<file path="src/rtl/sw_capture_debounce.sv">
// Switch front end for the D flip-flop lab: two-flop synchronisers, per-switch
// debounce, and a one-cycle capture strobe that latches debounced SW0 into LED0.

module sw_capture_debounce_ch #(
  parameter int DEB_CYCLES = 16,
  parameter int DEB_W      = 5
) (
  input  logic clk,
  input  logic rst,
  input  logic raw,
  output logic db
);

  localparam logic [DEB_W-1:0] C_LAST = DEB_W'(DEB_CYCLES - 1);
  localparam logic [DEB_W-1:0] C_ZERO = {DEB_W{1'b0}};
  localparam logic [DEB_W-1:0] C_ONE  = {{(DEB_W-1){1'b0}}, 1'b1};

  logic             s1_r;
  logic             s2_r;
  logic             db_r;
  logic [DEB_W-1:0] c_r;
  logic             db_nxt_s;
  logic [DEB_W-1:0] c_nxt_s;

  // Next-state for the stable level and its run-length counter; only s2 is trusted.
  always_comb begin
    db_nxt_s = db_r;
    c_nxt_s  = c_r;
    if (s2_r == db_r) begin
      c_nxt_s = C_ZERO;
    end else if (c_r < C_LAST) begin
      c_nxt_s = c_r + C_ONE;
    end else begin
      db_nxt_s = s2_r;
      c_nxt_s  = C_ZERO;
    end
  end

  // Synchroniser and debounce state registers.
  always_ff @(posedge clk) begin
    if (rst) begin
      s1_r <= 1'b0;
      s2_r <= 1'b0;
      db_r <= 1'b0;
      c_r  <= C_ZERO;
    end else begin
      s1_r <= raw;
      s2_r <= s1_r;
      db_r <= db_nxt_s;
      c_r  <= c_nxt_s;
    end
  end

  assign db = db_r;

endmodule

module sw_capture_debounce #(
  parameter int DEB_CYCLES = 16,
  parameter int DEB_W      = 5
) (
  input  logic       CLK,
  input  logic       RST,
  input  logic       SW0,
  input  logic       SW1,
  output logic       LED0,
  output logic       SW0_DB,
  output logic       SW1_DB,
  output logic       STB,
  output logic [7:0] CNT
);

  logic       sw0_db_s;
  logic       sw1_db_s;
  logic       sw1_db_q_r;
  logic       led0_r;
  logic [7:0] cnt_r;

  sw_capture_debounce_ch #(
    .DEB_CYCLES (DEB_CYCLES),
    .DEB_W      (DEB_W)
  ) u_ch0 (
    .clk (CLK),
    .rst (RST),
    .raw (SW0),
    .db  (sw0_db_s)
  );

  sw_capture_debounce_ch #(
    .DEB_CYCLES (DEB_CYCLES),
    .DEB_W      (DEB_W)
  ) u_ch1 (
    .clk (CLK),
    .rst (RST),
    .raw (SW1),
    .db  (sw1_db_s)
  );

  // Strobe is built purely from registered levels, so it cannot glitch.
  assign STB = sw1_db_s & ~sw1_db_q_r;

  // Edge-detect delay flop plus the capture register and its counter.
  always_ff @(posedge CLK) begin
    if (RST) begin
      sw1_db_q_r <= 1'b0;
      led0_r     <= 1'b0;
      cnt_r      <= 8'd0;
    end else begin
      sw1_db_q_r <= sw1_db_s;
      if (STB) begin
        led0_r <= sw0_db_s;
        cnt_r  <= cnt_r + 8'd1;
      end else begin
        led0_r <= led0_r;
        cnt_r  <= cnt_r;
      end
    end
  end

  assign LED0   = led0_r;
  assign SW0_DB = sw0_db_s;
  assign SW1_DB = sw1_db_s;
  assign CNT    = cnt_r;

endmodule

</file>
<file path="config.mk">
export PLATFORM = sky130hd
export DESIGN_NAME = sw_capture_debounce
export DESIGN_NICKNAME = d
export VERILOG_FILES = /design/src/rtl/sw_capture_debounce.sv
export SDC_FILE = /design/constraint.sdc
export NUM_CORES = 1
export LEC_CHECK = 0
export ABC_AREA = 0
export CORE_ASPECT_RATIO = 1.25
export CORE_MARGIN = 10
export CORE_UTILIZATION = 45
export CTS_BUF_LIST = sky130_fd_sc_hd__clkbuf_8
export DETAILED_ROUTE_END_ITERATION = 6
export PLACE_DENSITY = 0.69
export SYNTH_ARGS = -nofsm -noshare
export SYNTH_HDL_FRONTEND = slang
export SYNTH_SLANG_ARGS = --single-unit
</file>
<file path="constraint.sdc">
create_clock -name CLK -period 2.1 [get_ports CLK]
set_clock_uncertainty 0.2 [all_clocks]
set_input_delay 0.42 -clock CLK [delete_from_list [all_inputs] [get_ports CLK]]
set_output_delay 0.42 -clock CLK [all_outputs]
set_load 0.01 [all_outputs]
</file>
Word-level counts from Yosys, hierarchy flattened
Cells that the tools add are included.
{"block": "word_totals", "regBits": 26, "latchBits": 0, "ram_bits": 0, "rom_bits": 0, "inputBits": 4, "out_inout_bits": 12, "word_cells": 28, "n_memories": 0}
{"block": "op_classes", "addsub": 3, "mul": 0, "div": 0, "order_cmp": 2, "n_eq_ne": 2, "n_shift": 0, "muxes": 0, "bitwise": 6, "reduce_logical": 4}
{"operator": "adder 5 x 1 -> 5 bit, second input constant", "count": 2}
{"operator": "less-than comparator 5 x 4 -> 1 bit, second input constant", "count": 2}
{"operator": "adder 8 x 1 -> 8 bit, second input constant", "count": 1}
{"operator": "OR reduction 3 bit", "count": 2}
{"operator": "NOT 1 bit", "count": 5}
{"operator": "AND reduction 2 bit", "count": 2}
{"operator": "equality test 1 bit", "count": 2}
{"operator": "AND 1 bit", "count": 1}

Longest topological paths before layout
{"block": "logic_depth", "ltp_word": 3, "ltp_mapped": 4, "ltp_nobuf": 4}

By module
A second synthesis with hierarchy kept.
{"block": "hier_totals", "hier_cells": 97, "hier_area_um2": 1018.5}
{"module": "sw_capture_debounce_ch", "instances": 2, "cells_each": 26, "area_each_um2": 296.5, "seq_area_each_um2": 160.2}
{"module": "sw_capture_debounce", "instances": 1, "cells_each": 45, "area_each_um2": 425.4, "seq_area_each_um2": 200.2}

Least setup slack after synthesis
Ideal clock, no wire load.
{"block": "synth_timing", "kind": "reg2reg", "start": "register cnt_r[0] (netlist: CNT[0])", "end": "register cnt_r[6] (netlist: CNT[6])", "setup_ns": 0.071, "t_arrival_ns": 1.272, "required_ns": 1.829, "path_slack_ns": 0.558, "path_stages_with_launch": 5, "path_buffers": 0, "synth_period_minus_slack_ns": 1.542, "path_cell_list": "dfxtp_1 > ha_1 > inv_1 > or4_1 > a21oi_1"}
{"block": "synth_between", "elab_chain_cells": 1}
{"item": "from (decl)", "line": "77", "source": "logic [7:0] cnt_r;"}
{"item": "from (signal assigned)", "line": "112", "source": "cnt_r <= cnt_r + 8'd1;"}
{"item": "from (signal assigned)", "line": "115", "source": "cnt_r <= cnt_r;"}
{"item": "adder 8 x 1 -> 8 bit", "line": "112"}
Every way passes these cells.
A chain may end at the register's enable or synchronous reset.

Worst setup path in the final report
{"block": "layout_timing", "start": "register cnt_r[3] (netlist: CNT[3])", "end": "output port CNT[3]"}
{"item": "to (decl)", "line": "70", "source": "output logic [7:0] CNT"}
No word-level cell between the ends.

==> flow_summary.yaml <==
synthesis:
  yosys-top-cells-count: "26 x dfxtp_1, 15 x nor2_1, 7 x nor2b_1, 5 x nand3_1, 5 x xor2_1"
  synth_area_per_cell_um2: 10.0
  yosys_warnings: 0
  synthesis.nets: 106
  synth_cell_types: 23
  syn_area_um2: 993
  synth_ff_type: "dfxtp_1"
  synth_seq_area_share: 0.524
  ys_async_sr_fraction: 0
  ys_ff_latch: 26
  yosys.area.top_type: "dfxtp_1"
  yosys.area.top_type_share: 0.524
  synth-edff-count: 0
  syn_inst: 99
  synth_most_common_cell: "dfxtp_1"
  synthTopCellsByArea: "dfxtp_1 52%, nor2_1 5.7%, nor2b_1 4.4%"
worst_setup_path:
  critPathMaxStageDelay_ps: 580
  r2r-start: "CNT[0]"
  cp.arrival_ps: 1270
  cp_top_family: "buffers and inverters"
  required_ps: 1480
  reg2reg_setup_slack_ps: 500
  critPathCaptureType: "output port"
  path_max_fanout: 7
  crit_buf_inv: 1
  reg2regPathDepth: 4
  path_cells: "clkdlybuf4s50_1"
  critical_path_class: "reg2out"
  reg2reg_to: "CNT[6]"
  slowest_stage: "clkdlybuf4s50_1"
  critPathLaunchType: "flop"
finish:
  final_nets: 126
  finalNonFillerCells: 147
  nFillCells: 177
  final_util: 0.603
  antennaDiodeCount: 0
  syn_to_final_growth_pct: 24.4
  final_layout_size_suffix_gt1_frac: 0.0684
drt:
  drtIter0Drc: 22
  viasPerCell: 5.01
  ant_nets: 0
  avgRoutedWirePerCell_um: 11.9
  wirelength_um: 1740
  drc: 0
  via_count: 737
  first_pass_iters: 4
clock_network:
  cts_tree: "done"
  cts_sinks: 26
  h-tree-depth: 1
  clock_path_buffers: 2
  clk_pin_slew_ps: 80
  numCtsBuffers: 3
  clk_latency_ps: 270
  postCtsSetupBuffers: 0
  cts_hold_buf: 0
  cts_root_buf: "clkbuf_8"
  cts-resized-gates: 1
power:
  peakVddDrop_v: 0.000558
  power.total_w: 0.000792
  p_leak_nw: 0.466
  power_density_mw_per_mm2: 641
timing:
  setup_ws_ps: 209
  tns_ps: 0
  tightest_slew_ps: 305
  finalMaxSlewViolations: 0
  rsz0062_at_grt: "no"
  max_freq_mhz: 529
  setup-violations-final: 0
  finalCritPeriodShare: 0.900
  hold_violations: 0
  fin_crit_ps: 1890
  slew_headroom: 0.794
placement:
  place_congestion: 0.745
  port_buffers: 15
  dp_slack_ps: 271
  place_inst: 144
  dpl.hpwl_um: 1350
hold_path:
  hp-start: "u_ch0.s1_r"
  hold_end: "u_ch0.s2_r"
  hold_class: "reg2reg"
  min_path_cells: 1
floorplan:
  io_pins: 16
  start_util: 0.485
  fp-row-count: 18
  die-area_mm2: 0.00450
  dieWidth_um: 62.0
  core_mm2: 0.00205
  die_h_um: 72.5
grt:
  grt_pass1_vias: 743
  grt_pass1_wl_um: 3070
  antenna_found_initial: 0
  grtUsageTotal: 0.0901
  overflow: 0
  grt_max_degree: 14
run:
  drv_cap: 0
outcome:
  status: "completed"
per-layer routing:
metal,share of wire,up-vias,GRT usage
met1,0.40,339,0.0890
met2,0.48,17,0.150
met4,0.029,0,0.0597
li1,-,376,-
met5,0,-,0
met3,0.084,5,0.0348
flip-flops by register name, indices dropped and copies added (netlist names):
register,cells
u_ch0.s1_r,1
u_ch1.s1_r,1
u_ch1.c_r,5
u_ch0.s2_r,1
u_ch0.c_r,5
u_ch1.db,1
sw1_db_q_r,1
CNT,8
u_ch1.s2_r,1
LED0,1
u_ch0.db,1
stage by stage:
stage / hold slack, ps / cell area, um^2
after floorplan: 201 / 993
after global placement: 216 / 1190
after detailed placement: 221 / 1190
after CTS: 235 / 1230
after global routing: 249 / 1240
final: 238 / 1240
worst register-to-register path: cells and delay by family (launching register included):
family	cells	cell delay [ps]
fa+ha+maj	1	230
buf+inv	1	60
compound gates	1	150
flops	1	400
simple gates	1	490
area by class of cell:
| type | instances | area [um^2] | share of cell area |
|---|---|---|---|
| Sequential cell | 26 | 522 | 0.422 |
| Multi-Input combinational cell | 67 | 449 | 0.363 |
| Timing Repair Buffer | 18 | 175 | 0.142 |
| Clock buffer | 3 | 41.3 | 0.0334 |
| Tap cell | 30 | 37.5 | 0.0304 |
| Inverter | 3 | 11.3 | 0.00911 |
cells in the final DEF, fill, tap and decap left out:
cell	count
ha_1	3
dfxtp_1	25
a41oi_1	2
nand3b_1	3
dlymetal6s2s_1	1
buf_4	3
xnor2_1	3
or4_1	3
a21oi_1	4
nand3b_2	1
mux2_1	1
nand3_1	5
or3_1	1
nand4_1	2
nor2_1	15
nor2b_1	7
xor2_1	5
inv_1	3
nand2_1	2
clkdlybuf4s50_1	14
nor4b_1	2
dfxtp_2	1
o31ai_1	3
o21ai_0	1
mux2i_1	4
clkbuf_8	3
logic make-up (layout without fill, tap and decap cells):
family | count (synthesis) | after routing | share of synthesized area
compound gates | 10 | 10 | 0.0655
xor+xnor | 8 | 8 | 0.0705
fa+ha+maj | 3 | 3 | 0.0378
buf+inv | 6 | 24 | 0.0239
flops | 26 | 26 | 0.524
mux | 5 | 5 | 0.0516
simple gates | 41 | 41 | 0.227
how the worst max path moves through the flow:
stage,from,endpoint,slack [ps],cells after the start
2_1_floorplan,CNT[0],CNT[6],560,4
3_3_place_gp,u_ch1.db,STB,300,2
3_5_place_dp,u_ch1.db,STB,270,2
4_1_cts,u_ch1.db,STB,40,2
5_1_grt,CNT[3],CNT[3],130,1
6_report,CNT[3],CNT[3],210,1
where the power goes:
group	internal, W	switching, W	leakage, nW
Clock	0.000129	0.000143	0.0216
Combinational	0.0000119	0.00000953	0.233
Sequential	0.000497	0.00000264	0.211
Total	0.000638	0.000155	0.466
Power figures use the tool's default switching activity.
